<file path="src/rtl/layer_input_packer.sv">
// layer_input_packer
//
// Purpose:
//    Collects INPUT_NUM serial fixed-point samples and converts each one to the
//    layer input format. It then presents them to a Layer as one packed vector
//    with a single-cycle valid pulse. No further samples are accepted until the
//    layer signals completion with a rising edge on layer_done.
//
// Configuration macro:
//    LAYER_PACKER_SATURATE_EN - when defined, converted samples are clamped to the
//    IN_WIDTH signed range and sat pulses on a clamp. When undefined, the low
//    IN_WIDTH bits are kept (wrap-around) and sat is always 0.
//
// Ports:
//    clk         in   single clock, rising edge
//    rst_n       in   asynchronous active-low reset
//    s_valid     in   sample available
//    s_ready     out  packer accepts a sample (FILL state only)
//    s_data      in   signed sample, S_FRACTION fraction bits
//    x           out  packed vector, element k at x[k*IN_WIDTH +: IN_WIDTH]
//    valid       out  one-cycle pulse: x holds a new vector
//    layer_done  in   Layer.out_ready
//    count       out  samples currently held in the fill buffer
//    busy        out  high while issuing or waiting for the layer
//    sat         out  one-cycle pulse: the previous accepted sample was clamped
module layer_input_packer #(
   parameter int INPUT_NUM   = 2,
   parameter int IN_WIDTH    = 16,
   parameter int IN_FRACTION = 14,
   parameter int S_WIDTH     = 24,
   parameter int S_FRACTION  = 16
) (
   input  logic                              clk,
   input  logic                              rst_n,
   input  logic                              s_valid,
   output logic                              s_ready,
   input  logic [S_WIDTH-1:0]                s_data,
   output logic [IN_WIDTH*INPUT_NUM-1:0]     x,
   output logic                              valid,
   input  logic                              layer_done,
   output logic [$clog2(INPUT_NUM+1)-1:0]    count,
   output logic                              busy,
   output logic                              sat
);

   localparam int CNT_W = $clog2(INPUT_NUM + 1);
   localparam int SHIFT = S_FRACTION - IN_FRACTION;
   // One guard bit above the wider of the two formats keeps the clamp compare exact.
   localparam int EW    = ((S_WIDTH > IN_WIDTH) ? S_WIDTH : IN_WIDTH) + 1;
   localparam logic [CNT_W-1:0] LAST = CNT_W'(INPUT_NUM - 1);

   typedef enum logic [1:0] {
      FILL  = 2'd0,
      ISSUE = 2'd1,
      WAIT  = 2'd2
   } state_t;

   state_t                          state;
   logic                            done_q;
   logic [IN_WIDTH-1:0]             fill [INPUT_NUM];
   logic [IN_WIDTH*INPUT_NUM-1:0]   vec_next;

   logic signed [EW-1:0]            s_ext;
   logic signed [EW-1:0]            shifted;
   logic [IN_WIDTH-1:0]             conv;
   logic                            conv_sat;

   // Sign-extend first so the arithmetic shift floors toward minus infinity.
   assign s_ext   = EW'($signed(s_data));
   assign shifted = s_ext >>> SHIFT;

`ifdef LAYER_PACKER_SATURATE_EN
   localparam logic signed [EW-1:0] MAX_V = {{(EW-IN_WIDTH+1){1'b0}}, {(IN_WIDTH-1){1'b1}}};
   localparam logic signed [EW-1:0] MIN_V = {{(EW-IN_WIDTH+1){1'b1}}, {(IN_WIDTH-1){1'b0}}};

   always_comb begin
      conv     = shifted[IN_WIDTH-1:0];
      conv_sat = 1'b0;
      if (shifted > MAX_V) begin
         conv     = MAX_V[IN_WIDTH-1:0];
         conv_sat = 1'b1;
      end else if (shifted < MIN_V) begin
         conv     = MIN_V[IN_WIDTH-1:0];
         conv_sat = 1'b1;
      end
   end
`else
   // Wrap mode: bits above IN_WIDTH are discarded on purpose.
   logic unused_hi;
   assign unused_hi = ^shifted[EW-1:IN_WIDTH];
   assign conv      = shifted[IN_WIDTH-1:0];
   assign conv_sat  = 1'b0;
`endif

   // Vector as it will look after the current handshake: the incoming sample
   // replaces the element at the current fill position.
   generate
      for (genvar gi = 0; gi < INPUT_NUM; gi++) begin : g_vec
         assign vec_next[gi*IN_WIDTH +: IN_WIDTH] =
            (count == CNT_W'(gi)) ? conv : fill[gi];
      end
   endgenerate

   assign s_ready = (state == FILL);
   assign busy    = (state == ISSUE) || (state == WAIT);

   always_ff @(posedge clk or negedge rst_n) begin
      if (!rst_n) begin
         state  <= FILL;
         done_q <= 1'b0;
         x      <= '0;
         valid  <= 1'b0;
         count  <= '0;
         sat    <= 1'b0;
         for (int k = 0; k < INPUT_NUM; k++) begin
            fill[k] <= '0;
         end
      end else begin
         valid  <= 1'b0;
         sat    <= 1'b0;
         done_q <= layer_done;
         case (state)
            FILL: begin
               if (s_valid) begin
                  sat <= conv_sat;
                  for (int k = 0; k < INPUT_NUM; k++) begin
                     if (count == CNT_W'(k)) begin
                        fill[k] <= conv;
                     end
                  end
                  if (count == LAST) begin
                     x     <= vec_next;
                     count <= '0;
                     valid <= 1'b1;
                     state <= ISSUE;
                  end else begin
                     count <= count + CNT_W'(1);
                  end
               end
            end
            ISSUE: begin
               state <= WAIT;
            end
            WAIT: begin
               // Only a fresh rising edge releases the packer; a level held
               // high since before ISSUE belongs to the previous vector.
               if (layer_done && !done_q) begin
                  state <= FILL;
               end
            end
            default: begin
               state <= FILL;
            end
         endcase
      end
   end

endmodule

</file>
<file path="config.mk">
export PLATFORM = sky130hd
export DESIGN_NAME = layer_input_packer
export DESIGN_NICKNAME = d
export VERILOG_FILES = /design/src/rtl/layer_input_packer.sv
export SDC_FILE = /design/constraint.sdc
export NUM_CORES = 1
export LEC_CHECK = 0
export BUFFER_PORTS_ARGS = -buffer_cell sky130_fd_sc_hd__buf_4
export CORE_ASPECT_RATIO = 1.5
export CORE_UTILIZATION = 50
export DETAILED_ROUTE_END_ITERATION = 6
export PLACE_DENSITY = 0.78
export SYNTH_ARGS = -nofsm -noshare
export SYNTH_HDL_FRONTEND = slang
export SYNTH_SLANG_ARGS = --single-unit
export TNS_END_PERCENT = 1
</file>
<file path="constraint.sdc">
create_clock -name clk -period 2.13 [get_ports clk]
set_input_delay 0.639 -clock clk [delete_from_list [all_inputs] [get_ports clk]]
set_output_delay 0.639 -clock clk [all_outputs]
set_load 0.01 [all_outputs]
</file>
After elaboration in Yosys (flattened, before gate mapping):

Cells that the tools add are included.

* bits in registers: 54
* bits of input ports: 28
* output and inout bits: 38

* $add $sub $neg: 1
* eq/ne operators: 6
* muxes and demuxes: 9
* reductions and logical operators: 8

Operators with widths (count)
* two-way mux 16 bit: 1
* two-way mux 2 bit: 4
* one-hot mux 2 bit (3 select lines): 1
* AND reduction 3 bit: 2
* == test 2 x 1 -> 1 bit, second input constant: 2
* logical NOT 2 bit: 2
* != test 2 x 1 -> 1 bit, second input constant: 2
* two-way mux 1 bit: 3
* adder 2 x 1 -> 2 bit, second input constant: 1
* == test 2 bit, second input constant: 1
* != test 2 bit, second input constant: 1
* AND reduction 2 bit: 1
* logical AND 1 bit: 1
* logical NOT 1 bit: 1
* logical OR 1 bit: 1

Logic depth before layout (Yosys ltp):

* depth after elaboration: 4
* gate-level depth with buffers: 6
* gate-level depth less buffers: 4

Least setup slack after synthesis:

Ideal clock, no wire load.

* path type: register to register
* from: register state[0]
* to: register fill[21] in the netlist's numbering
* library setup time: 0.125 ns
* data arrival time: 1.665 ns
* required time: 2.005 ns
* setup slack: 0.339 ns
* stages on the path, launching flop included: 7
* period minus slack after synthesis: 1.791 ns
* cell sequence: dfrtp_1 > inv_1 > ha_1 > nor4bb_1 > buf_4 > buf_12 > mux2_4

* longest elaborated chain between the ends: 2

Ends and longest elaborated chain
* start: declaration: RTL line 58 `state_t state;`
* start signal: assignment: RTL line 109 `state <= FILL;`
* start signal: assignment: RTL line 135 `state <= ISSUE;`
* start signal: assignment: RTL line 142 `state <= WAIT;`
* logical NOT 2 bit
* named net s_ready: RTL line 36 `output logic s_ready,`
* AND reduction 2 bit (no line)
* end signal: indexed assignment: RTL line 128 `fill[k] <= conv;`
* end: declaration: RTL line 60 `logic [IN_WIDTH-1:0] fill [INPUT_NUM];`

The timed path passes the listed nets, and every way through them passes these cells.
A chain may end at the register's enable or synchronous reset.

Worst setup path after layout:

* from: register state[0]
* to: output s_ready

* longest elaborated chain between the ends: 1

Ends and longest elaborated chain
* logical NOT 2 bit: RTL line 104 `assign s_ready = (state == FILL);`
* end: declaration: RTL line 36

No other way between the ends.

==> impl_results.md <==
* Routed wire per std cell at 15.75 µm
* DP Cell Count at 226
* CP max FO at 6
* Fin crit share at 0.9002
* Yosys warns at 0
* Internal power at 3122 µW
* Pre-antenna DRT Iters at 3
* Status: finished, final reports clean
* GRT Util Overall at 0.1750
* Mean area per synthesized cell at 16.80 µm²
* Via/cell ratio at 5.222
* Share of cells above drive strength 1 at 0.6349
* Clock latency on the worst-skew pair at 0.30 ns
* Period minus WS final at 1.917 ns
* Mapped Nets at 159
* Postcts setup bufs at 0
* Slack of the critical path at 0.2126 ns
* Crit. End Element: output pin
* Area fraction of the dominant cell type after synthesis at 0.6334
* DP HPWL at 2.653 mm
* Unrepaired setup endpoints after global routing: no
* Top Ports at 66
* Actual slew at the worst max-slew pin at 0.6602 ns
* Gpl congestion at 0.6767
* Setup CP Type: register to output pin
* CTS tree: done
* # H-tree levels at 2
* Antenna cell count at 0
* Via count at 1,222
* Starting DRC count in detailed routing at 9
* Initial core utilization at 0.5295
* Reg clk slew, reported paths at 0.09 ns
* Seq/Total Area, Yosys at 0.6334
* Total congestion overflow at 0
* Cts bufs inserted at 5
* Layout Nets at 220
* Switch share at 0.2865
* Critical Path Source: state[0]
* Max IR drop VDD at 0.001137 V
* Clock skew at 0.006793 ns
* Fin. Hold Viols at 0
* Startpoint Class: register
* Final std cells w/o fill at 234
* Routed wire length at 3.685 mm
* Worst R2R Setup Slack at 0.25 ns
* Largest net degree at the start of global routing at 55
* LEAKAGE at 0.001333 µW
* Final setup vio count at 0
* NetSw at 1254 µW
* Sequential share of power at 0.412
* Die area at 4537 µm²
* # hold bufs at CTS at 0
* Max Clock Freq at 521.6 MHz
* Layout area overhead at 28.80%
* # DRC at 0
* Chip width at 55.33 µm
* Synthesized area at 2133 µm²
* Synth unique cells at 17
* Final core occ at 0.6820
* Top cells by area, synth: dfrtp_1, mux2_2, mux2_4
* CTS Buffer Depth at 2
* Max-slew violations at 0
* R2R depth at 5
* R2r endpoint: fill[21]
* Yosys reg bits at 54
* Maxcap violations at 0
* Clock share of power at 0.186
* Row cnt at 28
* Final setup TNS at 0 ns
* Hold slack at 0.3567 ns
* Crit path DAT at 1.28 ns
* Core ar. at 4029 µm²
* First-pass GRT wire length at 5.996 mm
* Comb power frac at 0.403
* Mapped Cells at 127
* CTS root buffer: clkbuf_8
* ANT nets after route at 0
* Antenna violations before repair at 0
* PortBufs at 56
* Worst reg2reg path startpoint: state[0]
* Pre-CTS setup slack at 0.2520 ns
* Post-synth top area cell: dfrtp_1
* Worst Path Required at 1.49 ns
* Post-CTS Resized at 0
* Worst hold path class: input pin to asynchronous set/reset pin
* Clk sinks at 54
* Rel. slew slack at 0.5599
* Vias in the first global route at 1,269
* Power per Cell Area at 1593 nW/µm²
* Die Ht at 82 µm
==> cell type report <==
cell class	count	area, µm²
Clock buffer	6	82.58
Tap cell	45	56.30
Sequential cell	54	1351
Inverter	4	15.01
Timing Repair Buffer	60	450.4
Multi-Input combinational cell	63	732.0
Fill cell	284	1281
Clock inverter	2	60.06
==> power by group through the flow <==
stage	sequential [µW]	combinational [µW]	clock [µW]
floorplan	1920	896	0
global placement	1790	1720	0
detailed placement	1830	1780	0
CTS	1810	1790	826
global route	1870	1890	872
finish	1800	1760	813
==> stage by stage <==
stage	area, µm²	total power [µW]
after global routing	2748	4633
after global placement	2605	3506
after CTS	2748	4428
after detailed placement	2605	3614
final	2748	4376
after floorplan	2133	2820
==> logic make-up (layout without fill, tap and decap cells) <==
family,after synthesis,in the layout,synth area share
adder cells (fa/ha/maj),4,4,0.02346
multiplexers,50,50,0.2815
buffers and inverters,10,72,0.03049
flip-flops,54,54,0.6334
XOR/XNOR,1,1,0.004106
other,1,1,0.001758
AND/OR/NAND/NOR,5,5,0.01877
AO/OA/AOI/OAI,2,2,0.006455
==> critical path: stages (launching register included) <==
cell and delay (ns):
dfrtp_1 0.41, inv_1 0.11, ha_1 0.29, buf_4 0.17
==> registers in the layout (all words and copies together) (netlist names) <==
| signal | flops |
|---|---|
| state | 2 |
| count | 2 |
| fill | 16 |
| done_q | 1 |
| x | 32 |
| valid | 1 |
==> cell usage in the layout, fill, tap and decap left out, types with 2 or more instances in the layout <==
| cell type | n |
|---|---|
| ha_1 | 4 |
| clkbuf_8 | 6 |
| mux2_4 | 10 |
| buf_4 | 60 |
| dfrtp_1 | 54 |
| inv_1 | 4 |
| mux2_2 | 40 |
| bufinv_16 | 2 |
==> synth_stat cells <==
library cell / number
dfrtp_1: 54
mux2_2: 40
mux2_4: 10
ha_1: 4
inv_1: 4
buf_2: 3
buf_4: 2
a22oi_1: 1
a31oi_1: 1
buf_12: 1
conb_1: 1
nand2_1: 1
nand2b_1: 1
nand3b_1: 1
nand4_2: 1
nor4bb_1: 1
xnor2_1: 1
==> how the worst max path moves through the flow <==
stage	endpoint	slack, ns	depth (start not counted)
finish	s_ready	0.21	3
CTS	s_ready	0.19	3
detailed placement	fill[22]	0.25	5
global route	fill[29]	0.14	5
global placement	fill[28]	0.30	5
floorplan	fill[21]	0.34	6
==> per-layer routing <==
layer,global-route usage,share of wire,wire length (µm),vias to the layer above
met3,0.04567,0.042,154,5
li1,-,-,-,555
met4,0.06750,0.013,48,0
met5,0,0,0,-
met1,0.2106,0.40,1473,624
met2,0.3024,0.54,2008,38
Note: power is estimated with default switching activity, not from simulation.
